<file path="config.mk">
export PLATFORM = sky130hd
export DESIGN_NAME = binary_frame_streamer
export DESIGN_NICKNAME = d
export VERILOG_FILES = /design/src/rtl/pattern_pkg.sv /design/src/rtl/stream_skid_fifo.sv /design/src/rtl/binary_frame_streamer.sv
export SDC_FILE = /design/constraint.sdc
export NUM_CORES = 1
export LEC_CHECK = 0
export BUFFER_PORTS_ARGS = -buffer_cell sky130_fd_sc_hd__buf_2
export CORE_MARGIN = 5
export CORE_UTILIZATION = 45
export DETAILED_ROUTE_END_ITERATION = 12
export PLACE_DENSITY = 0.73
export SLEW_MARGIN = 0
export SYNTH_ARGS = -nofsm -noshare
export SYNTH_HDL_FRONTEND = slang
export SYNTH_HIERARCHICAL = 1
export SYNTH_SLANG_ARGS = --single-unit
export TNS_END_PERCENT = 1
</file>
<file path="constraint.sdc">
create_clock -name clk -period 3.05 [get_ports clk]
set_input_delay 0.61 -clock clk [delete_from_list [all_inputs] [get_ports clk]]
set_output_delay 0.61 -clock clk [all_outputs]
set_load 0.01 [all_outputs]
</file>
<file path="src/rtl/pattern_pkg.sv">
// Shared types for the binary frame streamer: FSM states, per-pixel sideband
// flags and the constant used to expand a 1-bit BRAM pixel to a full-width word.
package pattern_pkg;

    typedef enum logic [1:0] {
        IDLE   = 2'd0,
        STREAM = 2'd1,
        DRAIN  = 2'd2
    } stream_state_e;

    typedef struct packed {
        logic sof;
        logic eol;
        logic eof;
    } pix_flags_t;

    // A lit pixel drives every output bit high; sliced down to the pixel width.
    localparam int unsigned PIX_MAX_W = 64;
    localparam logic [PIX_MAX_W-1:0] PIX_ONES = {PIX_MAX_W{1'b1}};

endpackage

</file>
<file path="src/rtl/stream_skid_fifo.sv">
// Purpose: 2-entry synchronous FIFO carrying pixel + sideband words.
// Latency: a pushed word is visible on rd_dat/rd_vld the cycle after the push.
// Backpressure: rd_vld is purely registered; a push into a full FIFO is dropped unless a pop frees a slot.
module stream_skid_fifo #(
    parameter int DW = 11
) (
    input  logic          clk,
    input  logic          rst,
    input  logic          flush,
    input  logic          wr_vld,
    input  logic [DW-1:0] wr_dat,
    output logic          rd_vld,
    input  logic          rd_rdy,
    output logic [DW-1:0] rd_dat,
    output logic [1:0]    count
);

    logic [DW-1:0] mem_q [2];
    logic [DW-1:0] mem_d [2];
    logic          wr_ptr_q, wr_ptr_d;
    logic          rd_ptr_q, rd_ptr_d;
    logic [1:0]    count_q, count_d;
    logic          push, pop;

    always_comb begin
        rd_vld   = (count_q != 2'd0);
        pop      = rd_vld && rd_rdy;
        push     = wr_vld && ((count_q != 2'd2) || pop);
        mem_d    = mem_q;
        wr_ptr_d = wr_ptr_q;
        rd_ptr_d = rd_ptr_q;
        count_d  = count_q;
        if (push) begin
            mem_d[wr_ptr_q] = wr_dat;
            wr_ptr_d        = wr_ptr_q + 1'b1;
        end
        if (pop) begin
            rd_ptr_d = rd_ptr_q + 1'b1;
        end
        case ({push, pop})
            2'b10:   count_d = count_q + 2'd1;
            2'b01:   count_d = count_q - 2'd1;
            default: count_d = count_q;
        endcase
        // Flush wins over a same-cycle push so an in-flight word is discarded.
        if (flush) begin
            wr_ptr_d = 1'b0;
            rd_ptr_d = 1'b0;
            count_d  = 2'd0;
        end
    end

    always_ff @(posedge clk) begin
        if (rst) begin
            mem_q    <= '{default: '0};
            wr_ptr_q <= 1'b0;
            rd_ptr_q <= 1'b0;
            count_q  <= 2'd0;
        end else begin
            mem_q    <= mem_d;
            wr_ptr_q <= wr_ptr_d;
            rd_ptr_q <= rd_ptr_d;
            count_q  <= count_d;
        end
    end

    assign rd_dat = mem_q[rd_ptr_q];
    assign count  = count_q;

endmodule

</file>
<file path="src/rtl/binary_frame_streamer.sv">
// Purpose: streams a 1-bit frame from BRAM as W-bit pixels with sof/eol/eof sideband.
// Latency: start sampled at edge t -> read_en in cycle t+1 -> first y_valid in cycle t+3.
// Backpressure: reads are issued only while FIFO words plus the pending read fit in 2 slots; y_valid never depends on y_ready.
module binary_frame_streamer
    import pattern_pkg::*;
#(
    parameter int IMG_WIDTH  = 640,
    parameter int IMG_HEIGHT = 480,
    parameter int W          = 8,
    parameter int ADDR_WIDTH = $clog2(IMG_WIDTH*IMG_HEIGHT)
) (
    input  logic                  clk,
    input  logic                  rst,
    input  logic                  valid_to_read,
    input  logic                  start,
    input  logic                  abort,
    output logic                  read_en,
    output logic [ADDR_WIDTH-1:0] read_addr,
    input  logic                  read_data,
    output logic                  y_valid,
    input  logic                  y_ready,
    output logic [W-1:0]          y_data,
    output logic                  y_sof,
    output logic                  y_eol,
    output logic                  y_eof,
    output logic                  busy,
    output logic                  done
);

    localparam int NPIX = IMG_WIDTH * IMG_HEIGHT;
    localparam int CW   = (IMG_WIDTH  > 1) ? $clog2(IMG_WIDTH)  : 1;
    localparam int RW   = (IMG_HEIGHT > 1) ? $clog2(IMG_HEIGHT) : 1;
    localparam int FW   = W + 3;
    localparam logic [ADDR_WIDTH-1:0] LAST_ADDR = ADDR_WIDTH'(NPIX - 1);
    localparam logic [CW-1:0]         LAST_COL  = CW'(IMG_WIDTH - 1);
    localparam logic [RW-1:0]         LAST_ROW  = RW'(IMG_HEIGHT - 1);

    stream_state_e         state_q, state_d;
    logic [ADDR_WIDTH-1:0] addr_q, addr_d;
    logic [CW-1:0]         col_q, col_d;
    logic [RW-1:0]         row_q, row_d;
    logic                  pend_q, pend_d;
    pix_flags_t            pend_flags_q, pend_flags_d;
    logic                  done_q, done_d;

    pix_flags_t            cur_flags;
    pix_flags_t            head_flags;
    logic                  issue;
    logic                  pop;
    logic [2:0]            committed;
    logic                  fifo_vld;
    logic [FW-1:0]         fifo_dat;
    logic [FW-1:0]         fifo_wr_dat;
    logic [1:0]            fifo_count;

    assign head_flags = pix_flags_t'(fifo_dat[FW-1:W]);

    always_comb begin
        state_d      = state_q;
        addr_d       = addr_q;
        col_d        = col_q;
        row_d        = row_q;
        done_d       = 1'b0;
        issue        = 1'b0;
        pop          = fifo_vld && y_ready;

        cur_flags.sof = (col_q == '0) && (row_q == '0);
        cur_flags.eol = (col_q == LAST_COL);
        cur_flags.eof = (col_q == LAST_COL) && (row_q == LAST_ROW);

        // Slots already claimed once this cycle's pop has left the FIFO.
        committed = {1'b0, fifo_count} + {2'b00, pend_q} - {2'b00, pop};

        case (state_q)
            IDLE: begin
                if (start && valid_to_read) begin
                    state_d = STREAM;
                    addr_d  = '0;
                    col_d   = '0;
                    row_d   = '0;
                end
            end
            STREAM: begin
                issue = (committed < 3'd2);
                if (issue) begin
                    if (addr_q == LAST_ADDR) begin
                        state_d = DRAIN;
                        addr_d  = '0;
                    end else begin
                        addr_d = addr_q + ADDR_WIDTH'(1);
                    end
                    if (col_q == LAST_COL) begin
                        col_d = '0;
                        row_d = (row_q == LAST_ROW) ? '0 : row_q + RW'(1);
                    end else begin
                        col_d = col_q + CW'(1);
                    end
                end
            end
            DRAIN: begin
                if (pop && head_flags.eof) begin
                    state_d = IDLE;
                    done_d  = 1'b1;
                end
            end
            default: state_d = IDLE;
        endcase

        if (abort) begin
            state_d = IDLE;
            issue   = 1'b0;
            done_d  = 1'b0;
            addr_d  = '0;
            col_d   = '0;
            row_d   = '0;
        end

        pend_d       = issue;
        pend_flags_d = cur_flags;
    end

    always_ff @(posedge clk) begin
        if (rst) begin
            state_q      <= IDLE;
            addr_q       <= '0;
            col_q        <= '0;
            row_q        <= '0;
            pend_q       <= 1'b0;
            pend_flags_q <= '0;
            done_q       <= 1'b0;
        end else begin
            state_q      <= state_d;
            addr_q       <= addr_d;
            col_q        <= col_d;
            row_q        <= row_d;
            pend_q       <= pend_d;
            pend_flags_q <= pend_flags_d;
            done_q       <= done_d;
        end
    end

    assign fifo_wr_dat = {pend_flags_q, (read_data ? PIX_ONES[W-1:0] : {W{1'b0}})};

    stream_skid_fifo #(
        .DW (FW)
    ) u_fifo (
        .clk    (clk),
        .rst    (rst),
        .flush  (abort),
        .wr_vld (pend_q),
        .wr_dat (fifo_wr_dat),
        .rd_vld (fifo_vld),
        .rd_rdy (y_ready),
        .rd_dat (fifo_dat),
        .count  (fifo_count)
    );

    assign read_en   = issue;
    assign read_addr = addr_q;
    assign y_valid   = fifo_vld;
    assign y_data    = fifo_vld ? fifo_dat[W-1:0] : '0;
    assign y_sof     = fifo_vld && head_flags.sof;
    assign y_eol     = fifo_vld && head_flags.eol;
    assign y_eof     = fifo_vld && head_flags.eof;
    assign busy      = (state_q != IDLE);
    assign done      = done_q;

endmodule

</file>
==> impl_metrics.env, run 1 <==
export IMPL_status="completed"
export IMPL_synth_ff_type="dfxtp_1"
export IMPL_placed_cell_area_mm2=0.004064
export IMPL_antenna_cells=0
export IMPL_drive_gt1_share_pct=23.85
export IMPL_synth_area_top_cells="dfxtp_1, o21ai_0, nand2b_1, nor2_1, mux2i_1"
export IMPL_fp_coreArea_mm2=0.008134
export IMPL_dp_cells=562
export IMPL_ant_nets=0
export IMPL_timing_fmax_mhz=339.0
export IMPL_powerDensity_mw_per_mm2=437.8
export IMPL_hp_start="u_fifo/mem_q[1]$_SDFFE_PP0P_"
export IMPL_drc_errors=0
export IMPL_whs_ps=479.2
export IMPL_worst_skew_pair_late_latency_ps=350
export IMPL_ys_seq_elements=71
export IMPL_setup_tns_ps=0
export IMPL_r2r_cells=13
export IMPL_area_delta_synth_final_pct=18.08
export IMPL_gr_total_overflow=0
export IMPL_arrival_ps=2340
export IMPL_synth_top_area_share_pct=38.31
export IMPL_antenna_found_initial=0
export IMPL_chipHeight_um=100.8
export IMPL_required_ps=2440
export IMPL_min_path_type="register to register"
export IMPL_grt_pass1_vias=3100
export IMPL_viasPerCell=5.501
export IMPL_ios=41
export IMPL_clock_sinks=71
export IMPL_path_class="register to output pin"
export IMPL_path_clk_slew_ps=70
export IMPL_place_ws_ps=-40.65
export IMPL_hold_viol=0
export IMPL_synth_compound_area_share_pct=11.40
export IMPL_r2r_end="row_q[6]$_SDFFE_PP0P_"
export IMPL_worstPathMaxFanout=2
export IMPL_synth_mux_area_share_pct=6.847
export IMPL_synth_cell_types=59
export IMPL_skew_ps=9.192
export IMPL_numCtsBuffers=9
export IMPL_hold_buffers=0
export IMPL_synth_area_leader_cell="dfxtp_1"
export IMPL_rows=33
export IMPL_layout_setup_ws_ps=100.5
export IMPL_syn_inst=421
export IMPL_fin_area_mm2=0.004380
export IMPL_synth_area_mm2=0.003710
export IMPL_root_buffer="clkbuf_8"
export IMPL_setup_viol=0
export IMPL_power_total_mw=1.918
export IMPL_grt_pass1_wl_um=14590
export IMPL_r2r_slack_ps=130
export IMPL_leakagePower_nw=1.703
export IMPL_layout_nets=488
export IMPL_dr_pass1_iters=4
export IMPL_max_cap_violations=0
export IMPL_wirelength_um=8583
export IMPL_critPathLaunchType="register"
export IMPL_htreeDepth=3
export IMPL_rsz0062_at_grt="no"
export IMPL_grt_max_degree=41
export IMPL_start_util_pct=45.61
export IMPL_wl_per_cell_um=14.72
export IMPL_place_gp_congestion=0.8445
export IMPL_via_count=3207
export IMPL_synth_simple_area_share_pct=32.04
export IMPL_synth_fp_nets=436
export IMPL_async_flop_share_pct=0
export IMPL_cts_max_path_buffers=2
export IMPL_setup_worst_path_end_class="output pin"
export IMPL_yosysSeqAreaShare_pct=38.31
export IMPL_final_util_pct=53.85
export IMPL_synth_fa_ha_area_share_pct=2.901
export IMPL_ys_warn_count=6
export IMPL_synth_top_family_by_area="simple AND/OR/NAND/NOR gates"
export IMPL_slew_viol_final=0
export IMPL_synth_xor_xnor_area_share_pct=5.160
export IMPL_hpwl_um=5856
export IMPL_grt_usage_pct=17.73
export IMPL_min_delay_path_depth=2
export IMPL_port_buffers=40
export IMPL_r2r_start="u_fifo/count[1]$_SDFFE_PP0P_"
export IMPL_avgSynthCellArea_um2=8.812
export IMPL_timing_final_crit_share_pct=96.71
export IMPL_period_needed_ps=2950
export IMPL_final_instance_count_excl_fill=583
export IMPL_first_iter_violations=188
export IMPL_dieArea_mm2=0.01016
export IMPL_synth_edf_count=0
export IMPL_ir_worst_vdd_mv=0.2752
export IMPL_fp_dieW_um=100.8
export IMPL_cts_tree="yes"
export IMPL_slew_headroom_pct=50.46
export IMPL_hold_path_endpoint="u_fifo/mem_q[1]$_SDFFE_PP0P_"
export IMPL_worstMarginPinSlew_ps=741.6
[worst max path at each step]
stage	start	slack [ps]	cells after the start	endpoint
floorplan	u_fifo/count[1]$_SDFFE_PP0P_	9	9	read_en
global placement	y_ready	40	9	read_en
detailed placement	y_ready	-40	9	read_addr[5]$_SDFFE_PP0P_
CTS	u_fifo/count[1]$_SDFFE_PP0P_	20	9	read_en
global route	u_fifo/count[1]$_SDFFE_PP0P_	4	13	row_q[6]$_SDFFE_PP0P_
finish	u_fifo/count[1]$_SDFFE_PP0P_	100	8	read_en
[registers in the layout (all words and copies together) (netlist names), 2 cells and up]
signal	flops
u_fifo/mem_q	22
read_addr	19
col_q	10
row_q	9
fifo_wr_dat	3
state_q	2
u_fifo/count	2
[critical path: stages, from the launching register on]
cell and delay (ps):
dfxtp_2 320, or2_4 250, and2_4 140, ha_4 210, nand2b_4 140, fa_2 560
nand3_2 100, nor2_2 140, buf_2 140
[kinds of logic (layout without fill, tap and decap cells)]
family / after synthesis / in the layout
buf+inv: 26 / 83
mux: 24 / 24
xor+xnor: 21 / 21
simple gates: 200 / 200
fa+ha+maj: 8 / 8
compound gates: 71 / 71
flops: 71 / 71
[power by group]
part / switching, mW / total [mW] / internal [mW] / leakage (nW)
combinational: 0.0607 / 0.0959 / 0.0352 / 1.01
sequential: 0.00312 / 0.933 / 0.930 / 0.573
clock: 0.338 / 0.889 / 0.551 / 0.123
total: 0.402 / 1.92 / 1.52 / 1.70
[per-layer routing]
| layer | global-route usage [%] | vias to the layer above | routed length, um |
|---|---|---|---|
| met5 | 0 | - | 0 |
| met4 | 5.078 | 0 | 88 |
| met3 | 4.498 | 8 | 410 |
| met2 | 30.53 | 82 | 4274 |
| met1 | 21.79 | 1519 | 3809 |
| li1 | - | 1598 | - |
[cell usage in the layout (no fill, tap or decap), types with 10 or more instances in the layout]
cell type	Yosys	routed
dfxtp_1	71	70
mux2_2	11	11
buf_2	5	40
nand2_1	21	21
and2_1	14	13
nor2b_1	15	15
nor2_1	39	38
nand3_1	17	16
xnor2_1	10	10
nand2b_1	25	24
xor2_1	10	10
o21ai_0	33	33
buf_4	3	20
clkbuf_8	0	13
a21oi_1	13	13
mux2i_1	13	13
[timing repair]
action	4_1_cts	5_1_grt
buffers inserted	5	0
pin swaps	4	4
endpoints found under the hold margin	0	0
endpoints found under the setup margin	1	5
gates resized for setup	6	1
[final cells by class]
class,count,area (um^2)
Inverter,7,26.28
Multi-Input combinational cell,324,2207
Timing Repair Buffer,60,350.3
Tap cell,105,131.4
Fill cell,732,3754
Clock buffer,14,182.7
Sequential cell,71,1423
Clock inverter,2,60.06
[cell usage after synthesis, types with 5 or more instances]
master	number
dfxtp_1	71
o21ai_0	33
buf_2	5
clkbuf_1	8
mux2_2	11
nor3_1	5
nand2_1	21
ha_1	7
mux2i_1	13
nand4_1	9
a31oi_1	9
and3_1	9
nor2b_1	15
nor2_1	39
nand3_1	17
xor2_1	10
or4_1	5
xnor2_1	10
and2_1	14
nor3_2	5
and4_1	9
nand2b_1	25
inv_1	7
a21oi_1	13
(Power assumes the default switching activity.)
==> inputs of run 2 (changes only) <==
- CELL_PAD_IN_SITES_DETAIL_PLACEMENT: not set -> 1
- CELL_PAD_IN_SITES_GLOBAL_PLACEMENT: not set -> 1
- CORE_UTILIZATION: 45 -> 41
- PLACE_DENSITY: 0.73 -> not set
- PLACE_DENSITY_LB_ADDON: not set -> 0.12
- RECOVER_POWER: not set -> 25
==> impl_metrics.env, run 2 (same netlist as run 1, synthesis figures left out) <==
export IMPL_area_delta_synth_final_pct=15.45
export IMPL_drc_errors=0
export IMPL_dp_cells=565
export IMPL_htreeDepth=3
export IMPL_hold_viol=0
export IMPL_worst_path_buf_inv=1
export IMPL_mostFrequentLayoutCells="dfxtp_1, nor2_1, o21ai_0, buf_2, nand2b_1"
export IMPL_slowest_delay_ps=360
export IMPL_dieArea_mm2=0.01105
export IMPL_port_buffers=40
export IMPL_period_needed_ps=2933
export IMPL_powerDensity_mw_per_mm2=404.6
export IMPL_hp_start="u_fifo/mem_q[3]$_SDFFE_PP0P_"
export IMPL_place_gp_congestion=0.7718
export IMPL_via_count=3246
export IMPL_skew_ps=10.41
export IMPL_antenna_found_initial=0
export IMPL_timing_fmax_mhz=341.0
export IMPL_clock_sinks=71
export IMPL_numCtsBuffers=9
export IMPL_leakagePower_nw=1.600
export IMPL_r2r_end="row_q[6]$_SDFFE_PP0P_"
export IMPL_ant_nets=0
export IMPL_r2r_slack_ps=180
export IMPL_antenna_cells=0
export IMPL_ios=41
export IMPL_r2r_start="u_fifo/count[1]$_SDFFE_PP0P_"
export IMPL_gr_total_overflow=0
export IMPL_min_path_type="register to register"
export IMPL_power_total_mw=1.733
export IMPL_hold_path_endpoint="u_fifo/mem_q[3]$_SDFFE_PP0P_"
export IMPL_ir_worst_vdd_mv=0.2267
export IMPL_fp_coreArea_mm2=0.008763
export IMPL_worstPathMaxFanout=2
export IMPL_viasPerCell=5.549
export IMPL_hpwl_um=6814
export IMPL_chipHeight_um=105.1
export IMPL_dr_pass1_iters=4
export IMPL_worstMarginPinSlew_ps=752.1
export IMPL_slew_headroom_pct=49.75
export IMPL_max_cap_violations=0
export IMPL_drive_gt1_share_pct=19.92
export IMPL_setup_worst_path_end_class="output pin"
export IMPL_slew_viol_final=0
export IMPL_grt_usage_pct=17.81
export IMPL_status="completed"
export IMPL_r2r_cells=13
export IMPL_crit_path_cell_trace="or2_4, and2_4, ha_4, nand2b_4, fa_2, xnor2_2, nand3_2, nor2_4, buf_6"
export IMPL_path_class="register to output pin"
export IMPL_arrival_ps=2320
export IMPL_hold_buffers=0
export IMPL_largest_reg_flops=22
export IMPL_grt_pass1_wl_um=16400
export IMPL_required_ps=2440
export IMPL_first_iter_violations=79
export IMPL_wirelength_um=9481
export IMPL_final_util_pct=48.87
export IMPL_layout_nets=487
export IMPL_path_clk_slew_ps=80
export IMPL_slowest_stage="fa_2"
export IMPL_startpoint="u_fifo/count[1]$_SDFFE_PP0P_"
export IMPL_worst_skew_pair_late_latency_ps=350
export IMPL_rows=34
export IMPL_start_util_pct=42.33
export IMPL_cpLargestDelayFamily="simple AND/OR/NAND/NOR gates"
export IMPL_timing_final_crit_share_pct=96.16
export IMPL_fp_dieW_um=105.1
export IMPL_wl_per_cell_um=16.21
export IMPL_cts_tree="yes"
export IMPL_root_buffer="clkbuf_8"
export IMPL_rsz0062_at_grt="no"
export IMPL_critPathLaunchType="register"
export IMPL_min_delay_path_depth=2
export IMPL_grt_max_degree=29
export IMPL_setup_viol=0
export IMPL_grt_pass1_vias=3407
export IMPL_final_instance_count_excl_fill=585
export IMPL_layout_commonest_cell="dfxtp_1"
export IMPL_max_flop_register="u_fifo/mem_q"
export IMPL_cts_max_path_buffers=2
[run 2: where the power goes]
part	total, mW	leakage [nW]	switching, mW	internal, mW
Sequential	0.933	0.572	0.00323	0.929
Clock	0.704	0.0873	0.367	0.337
Combinational	0.0966	0.941	0.0623	0.0343
Total	1.73	1.60	0.433	1.30
[run 2: worst register-to-register path, delay by kind of cell, from the launching register on]
kind	cells	cell delay (ps)
flip-flops	1	320
XOR/XNOR	1	170
buffers and inverters	3	450
AND/OR/NAND/NOR	5	950
AO/OA/AOI/OAI	2	340
adder cells (fa/ha/maj)	2	560
[run 2: stage by stage]
stage / setup TNS (ps) / instance area (um^2) / setup WS [ps] / hold slack (ps)
2_1_floorplan: 0 / 3717 / 8.918 / 445.4
3_3_place_gp: 0 / 4068 / 28.03 / 457.0
3_5_place_dp: -30.13 / 4068 / -17.68 / 469.1
4_1_cts: 0 / 4303 / 11.31 / 479.1
5_1_grt: 0 / 4283 / 6.246 / 505.8
6_report: 0 / 4283 / 117.2 / 478.6
[run 2: repair_timing]
| action | CTS | global route |
|---|---|---|
| gates resized for setup | 6 | 2 |
| endpoints found under the setup margin | 1 | 1 |
| buffers inserted | 3 | 1 |
| pin swaps | 4 | 4 |
[run 2: cell type report]
type	count	area, um^2
fill	1067	4481
multi-input combinational	324	2186
sequential	71	1421
timing repair buffer	59	330.3
clock buffer	11	151.4
tap	108	135.1
clock inverter	5	32.53
inverter	7	26.28
[run 2: worst max-delay path by stage]
| stage | slack, ps | depth (start not counted) | endpoint |
|---|---|---|---|
| floorplan | 9 | 9 | read_en |
| global placement | 30 | 9 | read_en |
| detailed placement | -20 | 11 | read_addr[4]$_SDFFE_PP0P_ |
| CTS | 10 | 9 | read_en |
| global route | 6 | 9 | read_en |
| finish | 120 | 9 | read_en |
[run 2: routing by layer]
layer	GRT usage [%]	wire, um	share of wire (%)
met3	3.761	309	3.3
met4	6.301	159	1.7
met1	22.36	4479	47
met2	30.13	4533	48
met5	0	0	0
